<file path="src/rtl/parking_pkg.sv">
// Shared types and default sizing for the parking-lot occupancy logic.
package parking_pkg;

  // Lot status shown on the signage and used by the gate logic.
  typedef enum logic [1:0] {
    LOT_OPEN = 2'd0,
    LOT_NEAR = 2'd1,
    LOT_FULL = 2'd2
  } lot_state_t;

  // Defaults shared with the detector's top level.
  localparam int DEF_CAPACITY  = 16;
  localparam int DEF_NEAR_FULL = 14;
  localparam int DEF_HYST      = 2;

endpackage

</file>
<file path="src/rtl/occupancy_counter_if.sv">
// Pulse inputs and status outputs of the occupancy counter, bundled as one port.
interface occupancy_counter_if
  import parking_pkg::*;
#(
  parameter int W = 5
) ();

  logic         inc;
  logic         dec;
  logic         clr_err;
  logic [W-1:0] count;
  logic [W-1:0] free;
  logic         empty;
  logic         full;
  lot_state_t   lot_state;
  logic         overflow_err;
  logic         underflow_err;

  // Detector / supervisor side: issues pulses, observes status.
  modport master (
    output inc, dec, clr_err,
    input  count, free, empty, full, lot_state, overflow_err, underflow_err
  );

  // Counter side: consumes pulses, publishes status.
  modport slave (
    input  inc, dec, clr_err,
    output count, free, empty, full, lot_state, overflow_err, underflow_err
  );

endinterface

</file>
<file path="src/rtl/lot_status_fsm.sv">
// Hysteretic OPEN/NEAR/FULL status, evaluated on the next count value so it
// changes on the same edge as the count itself.
module lot_status_fsm
  import parking_pkg::*;
#(
  parameter int CAPACITY  = DEF_CAPACITY,
  parameter int NEAR_FULL = DEF_NEAR_FULL,
  parameter int HYST      = DEF_HYST,
  parameter int W         = $clog2(CAPACITY + 1)
) (
  input  logic         clk,
  input  logic         reset_n,
  input  logic [W-1:0] i_cnt_nxt,
  output lot_state_t   o_lot_state
);

  localparam logic [W-1:0] CAP_W   = W'(CAPACITY);
  localparam logic [W-1:0] NEAR_W  = W'(NEAR_FULL);
  // Count at or below which NEAR falls back to OPEN.
  localparam logic [W-1:0] LEAVE_W = W'(NEAR_FULL - HYST);

  lot_state_t r_state;
  lot_state_t w_state_next;

  // State register.
  always_ff @(posedge clk or negedge reset_n) begin
    if (!reset_n) r_state <= LOT_OPEN;
    else          r_state <= w_state_next;
  end

  // Next-state decision; FULL is only ever left through NEAR since the count
  // moves by at most one per cycle.
  always_comb begin
    w_state_next = r_state;
    case (r_state)
      LOT_OPEN: begin
        if (i_cnt_nxt == CAP_W)       w_state_next = LOT_FULL;
        else if (i_cnt_nxt >= NEAR_W) w_state_next = LOT_NEAR;
      end
      LOT_NEAR: begin
        if (i_cnt_nxt == CAP_W)        w_state_next = LOT_FULL;
        else if (i_cnt_nxt <= LEAVE_W) w_state_next = LOT_OPEN;
      end
      LOT_FULL: begin
        if (i_cnt_nxt < CAP_W) w_state_next = LOT_NEAR;
      end
      default: w_state_next = LOT_OPEN;
    endcase
  end

  assign o_lot_state = r_state;

endmodule

</file>
<file path="src/rtl/occupancy_counter.sv">
// Saturating car counter driven by entry/exit pulses, with derived status
// flags, sticky overflow/underflow errors and the lot-status FSM.
module occupancy_counter
  import parking_pkg::*;
#(
  parameter int CAPACITY  = DEF_CAPACITY,
  parameter int NEAR_FULL = DEF_NEAR_FULL,
  parameter int HYST      = DEF_HYST
) (
  input  logic              clk,
  input  logic              reset_n,
  occupancy_counter_if.slave bus
);

  localparam int W = $clog2(CAPACITY + 1);
  localparam logic [W-1:0] CAP_W = W'(CAPACITY);
  localparam logic [W-1:0] ONE_W = W'(1);

  logic [W-1:0] r_count;
  logic [W-1:0] r_free;
  logic         r_empty;
  logic         r_full;
  logic         r_ovf;
  logic         r_unf;

  logic [W-1:0] w_cnt_nxt;
  logic         w_ovf_evt;
  logic         w_unf_evt;

  // Next count: a lone pulse moves by one unless it would leave [0, CAPACITY];
  // simultaneous pulses cancel and never raise an error.
  always_comb begin
    w_cnt_nxt = r_count;
    w_ovf_evt = 1'b0;
    w_unf_evt = 1'b0;
    if (bus.inc && !bus.dec) begin
      if (r_full) w_ovf_evt = 1'b1;
      else        w_cnt_nxt = r_count + ONE_W;
    end else if (bus.dec && !bus.inc) begin
      if (r_empty) w_unf_evt = 1'b1;
      else         w_cnt_nxt = r_count - ONE_W;
    end
  end

  // Count and flags all load from the next count so they stay coherent.
  always_ff @(posedge clk or negedge reset_n) begin
    if (!reset_n) begin
      r_count <= '0;
      r_free  <= CAP_W;
      r_empty <= 1'b1;
      r_full  <= 1'b0;
    end else begin
      r_count <= w_cnt_nxt;
      r_free  <= CAP_W - w_cnt_nxt;
      r_empty <= (w_cnt_nxt == '0);
      r_full  <= (w_cnt_nxt == CAP_W);
    end
  end

  // Sticky errors; a fresh error outranks a clear in the same cycle.
  always_ff @(posedge clk or negedge reset_n) begin
    if (!reset_n) begin
      r_ovf <= 1'b0;
      r_unf <= 1'b0;
    end else begin
      r_ovf <= w_ovf_evt | (r_ovf & ~bus.clr_err);
      r_unf <= w_unf_evt | (r_unf & ~bus.clr_err);
    end
  end

  lot_status_fsm #(
    .CAPACITY  (CAPACITY),
    .NEAR_FULL (NEAR_FULL),
    .HYST      (HYST),
    .W         (W)
  ) u_lot_status_fsm (
    .clk         (clk),
    .reset_n     (reset_n),
    .i_cnt_nxt   (w_cnt_nxt),
    .o_lot_state (bus.lot_state)
  );

  assign bus.count         = r_count;
  assign bus.free          = r_free;
  assign bus.empty         = r_empty;
  assign bus.full          = r_full;
  assign bus.overflow_err  = r_ovf;
  assign bus.underflow_err = r_unf;

endmodule
</file>
<file path="src/flat_wrapper.sv">
// flat-port wrapper written by rule: the top's interface ports become plain ports
module occupancy_counter_flat import parking_pkg::*;
#(
  parameter int CAPACITY  = DEF_CAPACITY,
  parameter int NEAR_FULL = DEF_NEAR_FULL,
  parameter int HYST      = DEF_HYST
)
  (clk, reset_n, bus_inc, bus_dec, bus_clr_err, bus_count, bus_free, bus_empty, bus_full, bus_lot_state, bus_overflow_err, bus_underflow_err);
  occupancy_counter_if bus_i ();
  input  logic clk;
  input  logic reset_n;
  input wire logic [$bits(bus_i.inc)-1:0] bus_inc;
  input wire logic [$bits(bus_i.dec)-1:0] bus_dec;
  input wire logic [$bits(bus_i.clr_err)-1:0] bus_clr_err;
  output wire logic [$bits(bus_i.count)-1:0] bus_count;
  output wire logic [$bits(bus_i.free)-1:0] bus_free;
  output wire logic [$bits(bus_i.empty)-1:0] bus_empty;
  output wire logic [$bits(bus_i.full)-1:0] bus_full;
  output wire logic [$bits(bus_i.lot_state)-1:0] bus_lot_state;
  output wire logic [$bits(bus_i.overflow_err)-1:0] bus_overflow_err;
  output wire logic [$bits(bus_i.underflow_err)-1:0] bus_underflow_err;
  assign bus_i.inc = bus_inc;
  assign bus_i.dec = bus_dec;
  assign bus_i.clr_err = bus_clr_err;
  assign bus_count = bus_i.count;
  assign bus_free = bus_i.free;
  assign bus_empty = bus_i.empty;
  assign bus_full = bus_i.full;
  assign bus_lot_state = bus_i.lot_state;
  assign bus_overflow_err = bus_i.overflow_err;
  assign bus_underflow_err = bus_i.underflow_err;
  occupancy_counter #(.CAPACITY(CAPACITY), .NEAR_FULL(NEAR_FULL), .HYST(HYST)) u_core (.clk(clk), .reset_n(reset_n), .bus(bus_i));
endmodule
</file>
<file path="config.mk">
export PLATFORM = sky130hd
export DESIGN_NAME = occupancy_counter_flat
export DESIGN_NICKNAME = d
export VERILOG_FILES = /design/src/rtl/parking_pkg.sv /design/src/rtl/occupancy_counter_if.sv /design/src/rtl/lot_status_fsm.sv /design/src/rtl/occupancy_counter.sv /design/src/flat_wrapper.sv
export SDC_FILE = /design/constraint.sdc
export NUM_CORES = 1
export LEC_CHECK = 0
export BUFFER_PORTS_ARGS = -buffer_cell sky130_fd_sc_hd__buf_4
export CORE_MARGIN = 3
export CORE_UTILIZATION = 50
export CTS_BUF_LIST = sky130_fd_sc_hd__clkbuf_8 sky130_fd_sc_hd__clkbuf_16
export DETAILED_ROUTE_END_ITERATION = 12
export PLACE_DENSITY = 0.75
export REMOVE_ABC_BUFFERS = 1
export SLEW_MARGIN = 10
export SYNTH_ARGS = -nofsm -noshare
export SYNTH_HDL_FRONTEND = slang
export SYNTH_SLANG_ARGS = --single-unit
</file>
<file path="constraint.sdc">
create_clock -name clk -period 3.4 [get_ports clk]
set_input_delay 0.68 -clock clk [delete_from_list [all_inputs] [get_ports clk]]
set_output_delay 0.68 -clock clk [all_outputs]
set_load 0.005 [all_outputs]
</file>
# Word level (Yosys, flattened, before mapping)
# Index checks and enable logic that the tools add are counted.
# totals
ff_bits,16
word_cells,46
input_bits,5
out_inout_bits,16
# classes
eq_ne,6
order_cmp,3
n_mux,15
n_reduce_logical,7
bitwise,5
add_sub_neg,3
# op_table
operator,n
$mux W5,4
$mux W2,5
$ne A3 B2 Y1 const B,2
$pmux W2 S3,1
$add A5 B1 Y5 const B,1
$eq A5 B5 Y1 const B,1
$ge A5 B4 Y1 const B,1
$le A5 B4 Y1 const B,1
$logic_not A5 Y1,1
$lt A5 B5 Y1 const B,1
$mux W1,5
$sub A5 B1 Y5 const B,1
$sub A5 B5 Y5 const A,1
$reduce_and A3 Y1,1
$and A1 B1 Y1,2
$eq A2 B1 Y1 const B,1
$eq A2 B2 Y1 const B,1
$logic_and A1 B1 Y1,2
$logic_not A1 Y1,2
$logic_not A2 Y1,1
$ne A2 B2 Y1 const B,1
$or A1 B1 Y1,2
$not A1 Y1,1

# Longest topological paths before layout
# Gate-level depths: netlist (run 1).
# depth
word_depth,8
ltp_mapped,13

# Modules after synthesis
# From an unflattened synthesis (run 1), not the netlist that was laid out.
# hier_totals
cells_unflattened,75
area_unflattened_um2,794.5
# modules_own_cells
module,cells_per_inst,area_per_inst_um2,instances
occupancy_counter,62,676.9,1
lot_status_fsm,13,117.6,1

# Worst setup path after synthesis (run 1)
# No wires, ideal clock.
# synth_timing
path_kind,flip-flop to flip-flop
startpoint,"register u_core.r_count[0], in the netlist u_core.bus.count[0]"
endpoint,"register u_core.u_lot_status_fsm.r_state[0], in the netlist u_core.u_lot_status_fsm.o_lot_state[0]"
stages_incl_launch_ff,14
period_less_slack_ps,2685
required_time_ps,3279
path_slack_ps,715
arrival_ps,2564
cell_sequence,dfrtp_1 inv_1 ha_1 nor3b_1 o21ai_0 and3_1 inv_1 ha_1 and3_2 ha_1 nor2_1 o311ai_2 nor2b_1 a32o_2
# synth_between
elab_chain_len,7
# synth_lines
item,line,text
from (decl),occupancy_counter.sv:19,logic [W-1:0] r_count;
from (signal assigned),occupancy_counter.sv:53,r_count <= w_cnt_nxt;
$sub A5 B1 Y5,occupancy_counter.sv:41,else w_cnt_nxt = r_count - ONE_W;
$mux W5,occupancy_counter.sv:40,if (r_empty) w_unf_evt = 1'b1;
$mux W5,occupancy_counter.sv:39,end else if (bus.dec && !bus.inc) begin
$mux W5 *,occupancy_counter.sv:36,if (bus.inc && !bus.dec) begin
net u_core.u_lot_status_fsm.i_cnt_nxt[1],lot_status_fsm.sv:13,"input logic [W-1:0] i_cnt_nxt,"
$le A5 B4 Y1 (tied with other cells),lot_status_fsm.sv:42,else if (i_cnt_nxt <= LEAVE_W) w_state_next = LOT_OPEN;
$ne A3 B2 Y1 (no line) (tied with other cells),--,
$reduce_and A3 Y1 (no line) / $pmux W2 S3 (equally long branches),--,
to (signal assigned),lot_status_fsm.sv:28,else r_state <= w_state_next;
to (decl),lot_status_fsm.sv:22,lot_state_t r_state;
# Mark *: on every way through the listed nets, which the timed path passes. The rest lies on a longest branch.
# A chain may end at the register's enable or synchronous reset.

# Worst setup path in the final report (run 1)
# Ends and elaborated chain as after synthesis.

==> impl_metrics.tcl, run 1 <==
set metrics [dict create \
    arrival_ps 3080 \
    finalCritPeriodShare 0.866 \
    synth.top_cell.area_share 0.389 \
    reg2reg_depth 13 \
    grt_pass1_vias 615 \
    setup-tns-final_ps 0 \
    layout_min_cycle_time_ps 2940 \
    wl_per_cell_um 14.8 \
    status "finished, final reports clean" \
    postCtsSetupRepairBufs 0 \
    grt_pass1_wl_um 2850 \
    hp-class "in -> async" \
    wl_um 1690 \
    cts_resized 0 \
    final_antenna_net_count 0 \
    num_rows 14 \
    syn_to_final_growth_pct 24.8 \
    skew_ps 0.570 \
    viasPerCell 5.68 \
    drtIter0Drc 13 \
    grt_util_met3 0.0690 \
    avgSynthCellArea_um2 11.2 \
    busiest_layer "met2" \
    synth_seq_cells 15 \
    rsz0062_at_grt "no" \
    globalRouteOverflowTotal 0 \
    portBuffers 20 \
    diodes 0 \
    dr_total_vias 648 \
    crit_required_ps 3540 \
    grt_start_max_net_pins 16 \
    r2r_slack_ps 460 \
    final_common_cell "buf_4" \
    crit_path_max_fanout 8 \
    cts_hold_buf 0 \
    ys_seq_area_frac 0.451 \
    yosysTopAreaCell "dfrtp_1" \
    timing.rr.start "u_core.bus.count[0]$_DFF_PN0_" \
    start_util 0.543 \
    cp-startpoint "u_core.bus.count[0]$_DFF_PN0_" \
    core_mm2 0.00154 \
    synthTopCellsByArea "dfrtp_1 39%, ha_1 9.0%, dfstp_2 6.3%" \
    fmax_ghz 0.340 \
    numCtsBuffers 3 \
    area.sequential_um2 378 \
    yosysWarnings 0 \
    setup.worst_path.start_class "flop" \
    powerDensity_mw_per_mm2 863 \
    syn_area_um2 837 \
    ir_drop_mv 0.480 \
    antenna_found_initial 0 \
    drc 0 \
    finish.net_count 110 \
    grtUsageTotal 0.190 \
    multi_input_area_um2 407 \
    p_leak_uw 0.000531 \
    drive_gt1_frac 0.357 \
    cp-endpoint "u_core.u_lot_status_fsm.o_lot_state[0]$_DFFE_PN0P_" \
    place_hpwl_um 1210 \
    fillers 123 \
    setup_violations 0 \
    fin_total_pwr_uw 902 \
    finalMaxSlewViolations 0 \
    tightestPinTransition_ps 402 \
    end_kind "flop" \
    use_met2 0.271 \
    reg2reg_to "u_core.u_lot_status_fsm.o_lot_state[0]$_DFFE_PN0P_" \
    crit_type "reg -> reg" \
    use_met1 0.257 \
    syn_inst 75 \
    cts_tree "yes" \
    pin_count 21 \
    maxCapViolCount 0 \
    place_congestion 0.742 \
    htree_num_levels 1 \
    layout_common_cells "20 x buf_4, 13 x inv_1, 13 x dfrtp_1" \
    hold_violations 0 \
    synth_cell_types 31 \
    cts.sinks 15 \
    clkTransAtPathRegs_ps 60 \
    clk_latency_ps 250 \
    relSlewSlack 0.731 \
    fp.dieH_um 46.9 \
    clockBufferDepth 2 \
    drtPass1Iterations 4 \
    die_area_mm2 0.00220 \
    die_w_um 46.9 \
    root_buffer "clkbuf_8" \
]
[worst max-delay path: stages, from the launching register on]
cell and delay [ps]:
dfrtp_1 470, inv_1 70, ha_1 300, nor3b_1 130
o21ai_0 270, and3_1 260, inv_1 50, ha_1 190
and3_2 190, ha_1 210, nor2_1 180, o311ai_2 130
nor2b_1 160, a32o_2 210
[per-layer routing]
layer	up-vias	part of all wire
met1	317	0.47
li1	309	-
met2	20	0.46
met4	0	0.012
met5	-	0
met3	2	0.056
[state kept, by name, indices dropped and copies added (netlist names)]
signal,cells
u_core.bus.underflow_err,1
u_core.bus.empty,1
u_core.bus.count,5
u_core.bus.free,4
u_core.u_lot_status_fsm.o_lot_state,2
u_core.bus.overflow_err,1
u_core.bus.full,1
[final cells by class]
| cell class | count | share of cell area |
|---|---|---|
| clock buffers | 3 | 0.0395 |
| clock inverters | 1 | 0.00359 |
| inverters | 12 | 0.0431 |
| multi-input cells | 47 | 0.389 |
| flip-flops and latches | 15 | 0.362 |
| well taps | 16 | 0.0192 |
| repair buffers | 20 | 0.144 |
[power breakdown]
part	switching, uW	total, uW	internal (uW)
clock	63.6	144	80.1
combinational	210	435	225
sequential	69.5	322	253
total	343	902	558
[cell usage after synthesis (all sizes together)]
cell	n
buf	1
a21oi	2
xnor2	2
dfrtp	13
or3	1
a31oi	2
inv	12
and4bb	1
a211oi	1
nand3	1
and3	3
nor3	2
o31ai	1
o311ai	1
a22o	1
o21ai	3
nor3b	3
o211ai	1
ha	6
nor2	3
dfstp	2
xor2	2
a32oi	2
a32o	3
and2	2
nor2b	4
[stage by stage]
stage | std cells | setup WS, ps | instance area, um2 | hold slack (ps) | util
finish | 114 | 457 | 1040 | 272 | 0.678
global route | 114 | 233 | 1040 | 275 | 0.678
CTS | 114 | 476 | 1040 | 276 | 0.678
detailed placement | 110 | 439 | 1000 | 490 | 0.649
global placement | 110 | 506 | 1000 | 478 | 0.649
floorplan | 74 | 696 | 830 | 384 | -
[logic make-up (layout without fill, tap and decap cells)]
logic type                 after synthesis  after routing  synth area share
adders and majority gates                6              6            0.0897
buffers and inverters                   13             36            0.0628
xor gates and xnor gates                 4              4            0.0688
and+or+nand+nor                         20             20             0.157
AOI/OAI and AO/OA                       17             17             0.170
DFF                                     15             15             0.451
[worst min path at each step]
stage | endpoint | slack (ps) | depth (start not counted)
global route | u_core.bus.overflow_err$_DFF_PN0_ | 270 | 1
CTS | u_core.bus.overflow_err$_DFF_PN0_ | 280 | 1
detailed placement | u_core.bus.overflow_err$_DFF_PN0_ | 490 | 1
floorplan | u_core.bus.count[0]$_DFF_PN0_ | 380 | 0
finish | u_core.bus.count[4]$_DFF_PN0_ | 270 | 1
global placement | u_core.bus.underflow_err$_DFF_PN0_ | 480 | 1
(Power assumes the default switching activity.)
==> inputs of run 2 (changes only) <==
--- a/config.mk
+++ b/config.mk
@@ -10,6 +10,7 @@
 export CORE_UTILIZATION = 50
 export CTS_BUF_LIST = sky130_fd_sc_hd__clkbuf_8 sky130_fd_sc_hd__clkbuf_16
 export DETAILED_ROUTE_END_ITERATION = 12
+export MAX_ROUTING_LAYER = met4
 export PLACE_DENSITY = 0.75
 export REMOVE_ABC_BUFFERS = 1
 export SLEW_MARGIN = 10
==> run 2 against run 1 <==
Effect of this change:
- global-route usage increased by 0.62 points
- sequential share of layout area unchanged
- non-clock buffer count unchanged
- sequential cell count did not move
- worst hold slack better by 0.77 ps
- final area stayed put
- combinational power is essentially flat
- register-to-register slack is essentially flat
- sequential power about the same
- first-iteration DRC count rose by 15%
==> impl_metrics.tcl, run 2 (synthesis results as in run 1) <==
set metrics [dict create \
    globalRouteOverflowTotal 0 \
    grt_start_max_net_pins 16 \
    portBuffers 20 \
    diodes 0 \
    finalCritPeriodShare 0.865 \
    viasPerCell 5.68 \
    final_common_cell "buf_4" \
    tightestPinTransition_ps 376 \
    crit_path_cell_trace "inv_1 -> ha_1 -> nor3b_1 -> o21ai_0 -> and3_1 -> inv_1 -> ha_1 -> and3_2 -> ha_1 -> nor2_1 -> o311ai_2 -> nor2b_1 -> a32o_2" \
    core_mm2 0.00154 \
    die_area_mm2 0.00220 \
    hold_violations 0 \
    cp_slowest_cell "dfrtp_1" \
    dr_total_vias 648 \
    syn_to_final_growth_pct 24.8 \
    pre_cts_ws_ps 439 \
    drc 0 \
    wl_um 1680 \
    pin_count 21 \
    arrival_ps 3080 \
    antenna_found_initial 0 \
    grtUsageTotal 0.196 \
    wl_per_cell_um 14.7 \
    clockBufferDepth 2 \
    fillers 123 \
    cts_hold_buf 0 \
    finalMaxSlewViolations 0 \
    clk_latency_ps 250 \
    cts_tree "yes" \
    cts_resized 0 \
    placed_area_um2 1000 \
    htree_num_levels 1 \
    drtPass1Iterations 4 \
    fp.dieH_um 46.9 \
    largest_reg_flops 5 \
    place_congestion 0.752 \
    start_util 0.543 \
    place_hpwl_um 1210 \
    numCtsBuffers 3 \
    setup_violations 0 \
    crit_required_ps 3540 \
    setup-tns-final_ps 0 \
    grt_pass1_wl_um 2860 \
    crit_path_max_fanout 8 \
    powerDensity_mw_per_mm2 863 \
    relSlewSlack 0.748 \
    crit_type "reg -> reg" \
    status "finished, final reports clean" \
    fin_hold_ws_ps 273 \
    setup.worst_path.start_class "flop" \
    grt_pass1_vias 610 \
    postCtsSetupRepairBufs 0 \
    end_kind "flop" \
    skew_ps 1.05 \
    fin_util 0.678 \
    p_leak_uw 0.000531 \
    layout_min_cycle_time_ps 2940 \
    crit_family "simple AND/OR/NAND/NOR gates" \
    max_stage_delay_ps 470 \
    num_rows 14 \
    cp_common_cell "ha_1" \
    drtIter0Drc 15 \
    fmax_ghz 0.340 \
    root_buffer "clkbuf_8" \
    ir_drop_mv 0.479 \
    finish.net_count 110 \
    area.sequential_um2 378 \
    hp-class "in -> async" \
    maxCapViolCount 0 \
    cts.sinks 15 \
    critPathBufInv 2 \
    clkTransAtPathRegs_ps 60 \
    final_antenna_net_count 0 \
    die_w_um 46.9 \
    rsz0062_at_grt "no" \
    drive_gt1_frac 0.357 \
    final_area_mm2 0.00104 \
    multi_input_area_um2 407 \
    layout_common_cells "20 x buf_4, 13 x inv_1, 13 x dfrtp_1" \
    layout_setup_ws_ps 460 \
]
## run 2: where the power goes
| part | internal [uW] | switching, uW | total [uW] |
|---|---|---|---|
| Combinational | 225 | 209 | 435 |
| Clock | 80.1 | 64.1 | 144 |
| Sequential | 253 | 70.1 | 323 |
## run 2: per-layer routing
layer	up-vias	routed length, um	global-route usage
met1	319	780	0.259
li1	308	-	-
met2	19	780	0.268
met3	2	96	0.0690
met5	-	0	-
met4	0	20	0.0884
## run 2: cell type report
class,count,share of cell area
multi-input combinational,47,0.389
sequential,15,0.362
inverter,12,0.0431
clock buffer,3,0.0395
timing repair buffer,20,0.144
clock inverter,1,0.00359
tap,16,0.0192
## run 2: path summary, 6_finish.rpt
path	startpoint	to	slack [ps]	cells past startpoint
worst max-delay path	u_core.bus.count[0]$_DFF_PN0_	u_core.u_lot_status_fsm.o_lot_state[0]$_DFFE_PN0P_	460	13
worst min-delay path	reset_n	u_core.bus.count[4]$_DFF_PN0_	270	1
worst max register to register	u_core.bus.count[0]$_DFF_PN0_	u_core.u_lot_status_fsm.o_lot_state[0]$_DFFE_PN0P_	460	13
worst min register to register	u_core.bus.underflow_err$_DFF_PN0_	u_core.bus.underflow_err$_DFF_PN0_	510	1
max in group asynchronous	reset_n	u_core.bus.free[4]$_DFF_PN1_	2880	1
min in group clk	u_core.bus.underflow_err$_DFF_PN0_	u_core.bus.underflow_err$_DFF_PN0_	510	1
## run 2: per-stage QoR
stage               power (uW)  std cells
finish                     902        114
global route               981        114
CTS                        908        114
detailed placement         756        110
global placement           744        110
floorplan                  579         74
==> inputs of run 3 (changes only) <==
--- a/config.mk
+++ b/config.mk
@@ -7,12 +7,13 @@
 export LEC_CHECK = 0
 export BUFFER_PORTS_ARGS = -buffer_cell sky130_fd_sc_hd__buf_4
 export CORE_MARGIN = 3
-export CORE_UTILIZATION = 50
+export CORE_UTILIZATION = 54
 export CTS_BUF_LIST = sky130_fd_sc_hd__clkbuf_8 sky130_fd_sc_hd__clkbuf_16
 export DETAILED_ROUTE_END_ITERATION = 12
 export MAX_ROUTING_LAYER = met4
-export PLACE_DENSITY = 0.75
+export PLACE_DENSITY = 0.8
 export REMOVE_ABC_BUFFERS = 1
+export SKIP_LAST_GASP = 1
 export SLEW_MARGIN = 10
 export SYNTH_ARGS = -nofsm -noshare
 export SYNTH_HDL_FRONTEND = slang
==> constraint.sdc (replaced) <==
create_clock -name clk -period 3.6 [get_ports clk]
set_input_delay 0.72 -clock clk [delete_from_list [all_inputs] [get_ports clk]]
set_output_delay 0.72 -clock clk [all_outputs]
set_load 0.005 [all_outputs]
==> run 3 against run 2 <==
Effect of this change:
- first-iteration DRC count decreased by 53%
- worst hold slack improved by 38 ps
- global-route usage increased by 0.066 points
- largest cell class unchanged
==> impl_metrics.tcl, run 3 (synthesis results as in run 1) <==
set metrics [dict create \
    die_area_mm2 0.00206 \
    cts_tree "yes" \
    p_leak_uw 0.000529 \
    clockBufferDepth 2 \
    dr_total_vias 651 \
    htree_num_levels 1 \
    status "finished, final reports clean" \
    tightestPinTransition_ps 383 \
    maxCapViolCount 0 \
    place_hpwl_um 1300 \
    cts.sinks 15 \
    cp_common_cell "ha_1" \
    drtIter0Drc 7 \
    pin_count 21 \
    drive_gt1_frac 0.367 \
    portBuffers 20 \
    multi_input_area_um2 407 \
    layout_min_cycle_time_ps 3050 \
    antenna_found_initial 0 \
    drtPass1Iterations 4 \
    finish.net_count 110 \
    wl_per_cell_um 15.1 \
    setup_violations 0 \
    cts_hold_buf 0 \
    hold_violations 0 \
    cts_resized 0 \
    die_w_um 45.4 \
    core_mm2 0.00138 \
    grt_pass1_vias 622 \
    postCtsSetupRepairBufs 0 \
    largest_reg_flops 5 \
    crit_path_max_fanout 7 \
    skew_ps 0.981 \
    setup.worst_path.start_class "flop" \
    root_buffer "clkbuf_8" \
    grt_start_max_net_pins 16 \
    end_kind "flop" \
    final_common_cell "buf_4" \
    drc 0 \
    crit_required_ps 3740 \
    finalMaxSlewViolations 0 \
    cp_slowest_cell "dfrtp_1" \
    hp-class "in -> async" \
    setup-tns-final_ps 0 \
    numCtsBuffers 3 \
    fin_hold_ws_ps 311 \
    relSlewSlack 0.744 \
    fmax_ghz 0.328 \
    fillers 102 \
    ir_drop_mv 0.483 \
    rsz0062_at_grt "no" \
    crit_type "reg -> reg" \
    grt_pass1_wl_um 2730 \
    final_antenna_net_count 0 \
    globalRouteOverflowTotal 0 \
    grtUsageTotal 0.197 \
    powerDensity_mw_per_mm2 817 \
    viasPerCell 5.76 \
    layout_common_cells "20 x buf_4, 13 x dfrtp_1, 12 x inv_1" \
    num_rows 13 \
    crit_path_cell_trace "inv_1 -> ha_1 -> nor3b_1 -> o21ai_0 -> and3_1 -> inv_1 -> ha_1 -> and3_2 -> ha_1 -> nor2_1 -> o311ai_2 -> nor2b_1 -> a32o_2" \
    finalCritPeriodShare 0.848 \
    wl_um 1700 \
    syn_to_final_growth_pct 24.8 \
    area.sequential_um2 378 \
    place_congestion 0.801 \
    max_stage_delay_ps 460 \
    arrival_ps 3190 \
    clk_latency_ps 250 \
    start_util 0.605 \
    fp.dieH_um 45.4 \
    clkTransAtPathRegs_ps 60 \
    diodes 0 \
]
run 3: where the power goes:
part,switching (uW),internal (uW)
combinational,198,214
sequential,64.7,239
clock,61.2,76.7
total,324,529
run 3: metrics by stage:
| step | cell area (um2) | util | power (uW) | setup WS, ps | std cells |
|---|---|---|---|---|---|
| 2_1_floorplan | 830 | - | 547 | 896 | 74 |
| 3_3_place_gp | 998 | 0.722 | 702 | 666 | 109 |
| 3_5_place_dp | 998 | 0.722 | 719 | 573 | 109 |
| 4_1_cts | 1040 | 0.756 | 866 | 555 | 113 |
| 5_1_grt | 1040 | 0.756 | 919 | 349 | 113 |
| 6_report | 1040 | 0.756 | 854 | 548 | 113 |
run 3: critical path: cells and delay by family (launching register included):
family | cells | cell delay (ps)
simple gates | 5 | 970
fa+ha+maj | 3 | 710
compound gates | 3 | 660
flops | 1 | 460
buf+inv | 2 | 150
run 3: per-layer routing:
metal	track usage	part of all wire
met2	0.302	0.51
met4	0.0877	0.012
met1	0.246	0.43
met5	-	0
met3	0.0474	0.045
run 3: worst paths after layout:
check                      cells after the start                                                  to                                          startpoint  slack (ps)
max                                           13  u_core.u_lot_status_fsm.o_lot_state[0]$_DFFE_PN0P_                       u_core.bus.count[1]$_DFF_PN0_         550
min in group clk                               1  u_core.u_lot_status_fsm.o_lot_state[1]$_DFFE_PN0P_  u_core.u_lot_status_fsm.o_lot_state[1]$_DFFE_PN0P_         510
min                                            1                       u_core.bus.count[1]$_DFF_PN0_                                             reset_n         310
max in group asynchronous                      1                          u_core.bus.empty$_DFF_PN1_                                             reset_n        3050
min reg2reg                                    1  u_core.u_lot_status_fsm.o_lot_state[1]$_DFFE_PN0P_  u_core.u_lot_status_fsm.o_lot_state[1]$_DFFE_PN0P_         510
max reg2reg                                   13  u_core.u_lot_status_fsm.o_lot_state[0]$_DFFE_PN0P_                       u_core.bus.count[1]$_DFF_PN0_         550
run 3: area by class of cell:
type                            instances  area share
Multi-Input combinational cell         47       0.389
Sequential cell                        15       0.362
Timing Repair Buffer                   20       0.144
Inverter                               12      0.0431
Clock buffer                            3      0.0395
Tap cell                               15      0.0180
Clock inverter                          1     0.00479
